## config.mk

```make
export PLATFORM = sky130hd
export DESIGN_NAME = pipe_stage_elastic
export DESIGN_NICKNAME = d
export VERILOG_FILES = /design/src/rtl/pipe_stage_elastic_pkg.sv /design/src/rtl/pipe_stage_elastic_entry.sv /design/src/rtl/pipe_stage_elastic.sv
export SDC_FILE = /design/constraint.sdc
export NUM_CORES = 1
export LEC_CHECK = 0
export BUFFER_PORTS_ARGS = -buffer_cell sky130_fd_sc_hd__clkbuf_2
export CELL_PAD_IN_SITES_DETAIL_PLACEMENT = 0
export CELL_PAD_IN_SITES_GLOBAL_PLACEMENT = 2
export CORE_ASPECT_RATIO = 1.25
export CORE_UTILIZATION = 32
export DETAILED_ROUTE_END_ITERATION = 8
export HOLD_SLACK_MARGIN = 0.02
export MAX_ROUTING_LAYER = met4
export PLACE_DENSITY_LB_ADDON = 0.1
export SETUP_SLACK_MARGIN = 0.5
export SKIP_LAST_GASP = 1
export SLEW_MARGIN = 20
export SYNTH_ARGS = -nofsm -noshare
export SYNTH_HDL_FRONTEND = slang
export SYNTH_SLANG_ARGS = --single-unit
```

## constraint.sdc

```tcl
create_clock -name clk -period 2.1 [get_ports clk]
set_input_delay 0.21 -clock clk [delete_from_list [all_inputs] [get_ports clk]]
set_output_delay 0.21 -clock clk [all_outputs]
set_load 0.05 [all_outputs]
```

## src/rtl/pipe_stage_elastic_pkg.sv

```systemverilog
// Shared types for the elastic pipeline-stage register.
// Occupancy encoding and a small helper used by the stage top.
package pipe_stage_elastic_pkg;

  typedef logic [1:0] lc3b_pipe_occ;

  localparam lc3b_pipe_occ OCC_EMPTY = 2'd0;
  localparam lc3b_pipe_occ OCC_MAIN  = 2'd1;
  localparam lc3b_pipe_occ OCC_FULL  = 2'd2;

  function automatic lc3b_pipe_occ occ_count(
    input logic main_v,
    input logic skid_v
  );
    return {1'b0, main_v} + {1'b0, skid_v};
  endfunction

endpackage

```

## src/rtl/pipe_stage_elastic_entry.sv

```systemverilog
// One storage entry: valid bit, control word and payload.
// Load writes a beat (or a bubble); flush squashes; reset zeroes all.
module pipe_entry
  import pipe_stage_elastic_pkg::*;
#(
  parameter int CTRL_W     = 16,
  parameter int DATA_W     = 64,
  parameter int CLEAR_DATA = 0
) (
  input  logic              clk,
  input  logic              reset,
  input  logic              flush,
  input  logic              load,
  input  logic              v_in,
  input  logic [CTRL_W-1:0] ctrl_in,
  input  logic [DATA_W-1:0] data_in,
  output logic              valid,
  output logic [CTRL_W-1:0] ctrl,
  output logic [DATA_W-1:0] data
);

  logic              valid_q, valid_d;
  logic [CTRL_W-1:0] ctrl_q, ctrl_d;
  logic [DATA_W-1:0] data_q, data_d;

  always_comb begin
    valid_d = valid_q;
    ctrl_d  = ctrl_q;
    data_d  = data_q;
    if (flush) begin
      valid_d = 1'b0;
      ctrl_d  = '0;
      if (CLEAR_DATA != 0) data_d = '0;
    end else if (load) begin
      valid_d = v_in;
      if (v_in) begin
        ctrl_d = ctrl_in;
        data_d = data_in;
      end else begin
        ctrl_d = '0;
        if (CLEAR_DATA != 0) data_d = '0;
      end
    end
  end

  always_ff @(posedge clk) begin
    if (reset) begin
      valid_q <= 1'b0;
      ctrl_q  <= '0;
      data_q  <= '0;
    end else begin
      valid_q <= valid_d;
      ctrl_q  <= ctrl_d;
      data_q  <= data_d;
    end
  end

  assign valid = valid_q;
  assign ctrl  = ctrl_q;
  assign data  = data_q;

endmodule

```

## src/rtl/pipe_stage_elastic.sv

```systemverilog
// Elastic pipeline-stage register with optional skid entry.
// Empty stage shows ctrl=0 so downstream sees a NOP bubble.
module pipe_stage_elastic
  import pipe_stage_elastic_pkg::*;
#(
  parameter int CTRL_W     = 16,
  parameter int DATA_W     = 64,
  parameter int SKID       = 1,
  parameter int CLEAR_DATA = 0
) (
  input  logic              clk,
  input  logic              reset,
  input  logic              flush,
  input  logic              in_valid,
  output logic              in_ready,
  input  logic [CTRL_W-1:0] in_ctrl,
  input  logic [DATA_W-1:0] in_data,
  output logic              out_valid,
  input  logic              out_ready,
  output logic [CTRL_W-1:0] out_ctrl,
  output logic [DATA_W-1:0] out_data,
  output logic [1:0]        occupancy
);

  logic              main_v, skid_v;
  logic [CTRL_W-1:0] main_ctrl, skid_ctrl;
  logic [DATA_W-1:0] main_data, skid_data;
  logic              acc, cons;
  logic              main_load, main_vin;
  logic [CTRL_W-1:0] main_ctrl_in;
  logic [DATA_W-1:0] main_data_in;

  assign acc  = in_valid && in_ready && !flush;
  assign cons = main_v && out_ready && !flush;

  // A held skid beat always refills main ahead of any new input.
  always_comb begin
    main_load    = cons || (acc && !main_v);
    main_vin     = skid_v || acc;
    main_ctrl_in = skid_v ? skid_ctrl : in_ctrl;
    main_data_in = skid_v ? skid_data : in_data;
  end

  pipe_entry #(
    .CTRL_W    (CTRL_W),
    .DATA_W    (DATA_W),
    .CLEAR_DATA(CLEAR_DATA)
  ) u_main (
    .clk    (clk),
    .reset  (reset),
    .flush  (flush),
    .load   (main_load),
    .v_in   (main_vin),
    .ctrl_in(main_ctrl_in),
    .data_in(main_data_in),
    .valid  (main_v),
    .ctrl   (main_ctrl),
    .data   (main_data)
  );

  if (SKID == 1) begin : g_skid
    logic skid_load;
    assign skid_load = (acc && main_v && !cons) || (skid_v && cons);

    pipe_entry #(
      .CTRL_W    (CTRL_W),
      .DATA_W    (DATA_W),
      .CLEAR_DATA(CLEAR_DATA)
    ) u_skid (
      .clk    (clk),
      .reset  (reset),
      .flush  (flush),
      .load   (skid_load),
      .v_in   (acc),
      .ctrl_in(in_ctrl),
      .data_in(in_data),
      .valid  (skid_v),
      .ctrl   (skid_ctrl),
      .data   (skid_data)
    );

    assign in_ready = !skid_v;
  end else begin : g_noskid
    assign skid_v    = 1'b0;
    assign skid_ctrl = '0;
    assign skid_data = '0;
    assign in_ready  = out_ready || !main_v;
  end

  assign out_valid = main_v;
  assign out_ctrl  = main_v ? main_ctrl : '0;
  assign out_data  = (CLEAR_DATA != 0 && !main_v) ? '0 : main_data;
  assign occupancy = occ_count(main_v, skid_v);

  a_hold: assert property (@(posedge clk) disable iff (reset)
    (in_valid && !in_ready && !flush) |=>
    (in_valid && $stable(in_ctrl) && $stable(in_data)));

  a_occ: assert property (@(posedge clk) disable iff (reset)
    occupancy != 2'd3);

endmodule

```

==> results.md <==
- Status: finished, violations left
- Failing checks: DRC
- HP Class: in -> reg
- IO Port Bufs: 168
- IO Count: 169
- Inst Count DP: 1,228
- Die span in y: 173 µm
- Total wire length: 26,800 µm
- Core ar.: 23,000 µm²
- Seq cells post-synth: 162
- Die Wd: 139 µm
- Max Cap Viol: 0
- Crit path required time: 2.45 ns
- Post-Layout Cell Count: 1,305
- Cell Pwr Density: 743 nW/µm²
- CTS H-Tree Depth: 4
- Mapped Nets: 928
- Critical Path Sink Type: register
- Max-slew violation count: 0
- DP Wirelength: 14,500 µm
- Register area share after synthesis: 43.1%
- Total track usage: 21.8%
- First-pass GRT wire length: 39,600 µm
- Synthesized area: 7520 µm²
- Yosys warnings: 0
- CP startpoint kind: register
- Period Utilization, post-route: 77.4%
- Fmax: 615 MHz
- Die ar.: 24,100 µm²
- Min Tclk post-route: 1.63 ns
- Vias per cell: 5.44
- Post-synth cell types: 31
- Final worst slack: 0.474 ns
- Critical path peak fanout: 16
- Wire per inst: 20.5 µm
- Worst skew pair latency: 0.43 ns
- Tightest Pin Transition: 1.01 ns
- Fin. Hold Viols: 0
- Cts bufs inserted: 17
- Starting Density: 32.6%
- Relative slew slack: 32.7%
- Sw Ratio: 28.8%
- Final setup TNS: 0 ns
- DR vias: 7,102
- CP arrival: 1.97 ns
- Unrepaired setup endpoints after global routing: true
- CTS tree: yes
- Reg power frac: 41.2%
- Post-DRT Antenna Nets: 0
- Rows: 62
- Peak VDD IR: 0.611 mV
- Clock sinks: 162
- TritonRoute pass-1 iters: 9
- Layout area overhead: 41.1%
- Place WS: 0.151 ns
- Root buffer cell: clkbuf_16
- FF+latch area: 3250 µm²
- Cell Chain, Critical Path: buf_8 -> or4b_4 -> and3b_1 -> a211oi_2
- Worst stage delay on the critical path: 0.61 ns
- CP Class: reg -> reg
- Initial antenna violation count: 0
- Crit-path slowest cell: or4b_4
- Initial DRC count: 347
- Logic pwr share: 16.8%
- Deepest clock path buffer count: 2
- Int Power: 5.62 mW
- Nets: 1,090
- Clock power share: 42.0%
- Pin count of the biggest net entering global routing: 79
- Filler Cell Count: 2,267
- Vias in the first global route: 7,069
- Grt ovf: 0
- Antenna diode count: 0
- Final Wtd Congestion: 0.798
- Clock transition at path regs: 0.07 ns
- Cells after synthesis: 842
- # DRC: 11
- Layout cell share with drive strength beyond 1: 45.2%
- Psw: 2.27 mW
- Clk_skew: 0.00942 ns
- Setup violators final: 0
- Leak Pwr: 3.78 nW
- Avg Cell Area, Syn: 8.93 µm²
- Multi-input combinational cell area: 4330 µm²
critical path, delay by kind of cell (launching register included):
kind,cells,cell delay [ns]
buffers and inverters,1,0.16
AOI/OAI and AO/OA,1,0.19
and+or+nand+nor,2,0.84
DFF,1,0.36
per-stage QoR:
stage | utilization, % | power, mW | area, µm² | hold slack [ns]
after detailed placement | 37.5 | 4.42 | 8630 | 0.444
final | 46.0 | 7.89 | 10600 | 0.0328
after global placement | 37.5 | 4.41 | 8630 | 0.443
after floorplan | - | 4.07 | 7550 | 0.344
after global routing | 46.0 | 8.19 | 10600 | 0.0247
after CTS | 42.4 | 7.81 | 9760 | 0.0201
flip-flops by register name, summed over array words and instances (netlist names):
name / count
g_skid.u_skid.valid: 1
g_skid.u_skid.data: 64
u_main.ctrl: 16
u_main.valid: 1
g_skid.u_skid.ctrl: 16
u_main.data: 64
per-layer routing:
metal | vias up | wire length [µm] | track usage [%]
met4 | 0 | 461 | 5.93
met3 | 25 | 989 | 4.45
met2 | 162 | 13600 | 36.7
met1 | 3528 | 11700 | 26.3
li1 | 3387 | - | -
met5 | - | 0 | -
area by class of cell:
| cell class | count | area share [%] |
|---|---|---|
| sequential | 162 | 30.6 |
| timing repair buffer | 235 | 17.0 |
| tap | 288 | 3.40 |
| multi-input combinational | 522 | 40.8 |
| clock buffer | 20 | 4.12 |
| clock inverter | 12 | 1.72 |
| inverter | 66 | 2.34 |
synth_stat cells (all sizes together):
| cell type | n | area [µm²] |
|---|---|---|
| nor3b | 1 | 7.51 |
| a21oi | 67 | 347 |
| mux2i | 16 | 160 |
| ha | 1 | 12.5 |
| dfxtp | 162 | 3240 |
| clkbuf | 70 | 263 |
| nand2 | 21 | 78.8 |
| nand2b | 1 | 6.26 |
| inv | 66 | 248 |
| and2 | 16 | 100 |
| and3b | 16 | 140 |
| a22oi | 16 | 120 |
| o21bai | 1 | 7.51 |
| nand3b | 1 | 7.51 |
| nand3 | 80 | 400 |
| or2 | 2 | 12.5 |
| a21o | 1 | 7.51 |
| buf | 25 | 134 |
| o21ai | 65 | 325 |
| mux2 | 64 | 721 |
| nor4bb | 1 | 10.0 |
| nor2 | 2 | 7.51 |
| a211oi | 144 | 1130 |
| or4b | 1 | 10.0 |
| or3b | 1 | 8.76 |
| nand4bb | 1 | 11.3 |
logic make-up (layout without fill, tap and decap cells):
group	Yosys count	in the layout	share of synthesized area (%)
DFF	162	162	43.1
muxes	80	80	11.7
AOI/OAI and AO/OA	294	294	25.8
buffers and inverters	161	333	8.57
adders and majority gates	1	1	0.166
and+or+nand+nor	144	147	10.6
cells in the final DEF, fill, tap and decap left out, drive strengths merged:
| cell | count |
|---|---|
| nor2 | 2 |
| mux2i | 16 |
| clkbuf | 182 |
| nor3b | 1 |
| nand3b | 1 |
| or2 | 2 |
| mux2 | 64 |
| o21bai | 1 |
| dlygate4sd3 | 9 |
| and2 | 16 |
| buf | 62 |
| nand2 | 21 |
| a21oi | 67 |
| bufbuf | 2 |
| clkinvlp | 3 |
| or3b | 1 |
| ha | 1 |
| or4b | 3 |
| nand3 | 80 |
| nand4bb | 2 |
| a22oi | 16 |
| nand2b | 1 |
| o21ai | 65 |
| and3b | 16 |
| inv | 67 |
| nor4bb | 1 |
| bufinv | 4 |
| a211oi | 144 |
| clkinv | 4 |
| dfxtp | 162 |
| a21o | 1 |
repair_timing:
item,CTS,global route
resized for setup,29,207
setup buffers,19,4
endpoints found under the hold margin,8,1
hold buffers,8,1
pin swaps,3,28
gates cloned,7,6
setup endpoints to repair,160,164
power by group through the flow:
stage	clock network, mW	registers (mW)	logic, mW
6_report	3.31	3.25	1.33
5_1_grt	3.53	3.26	1.40
4_1_cts	3.39	3.25	1.17
2_1_floorplan	0	3.62	0.456
3_3_place_gp	0	3.31	1.09
3_5_place_dp	0	3.32	1.10
path summary, 6_finish.rpt:
check	depth (start not counted)	slack [ns]	start	end
hold / removal	3	0.03	in_data[14]	g_skid.u_skid.data[14]
setup / recovery	4	0.47	u_main.valid	u_main.ctrl[0]
setup reg to reg	4	0.47	u_main.valid	u_main.ctrl[0]
hold reg to reg	2	0.45	u_main.data[14]	u_main.data[14]
No activity file was read; power rests on OpenSTA's default activity.
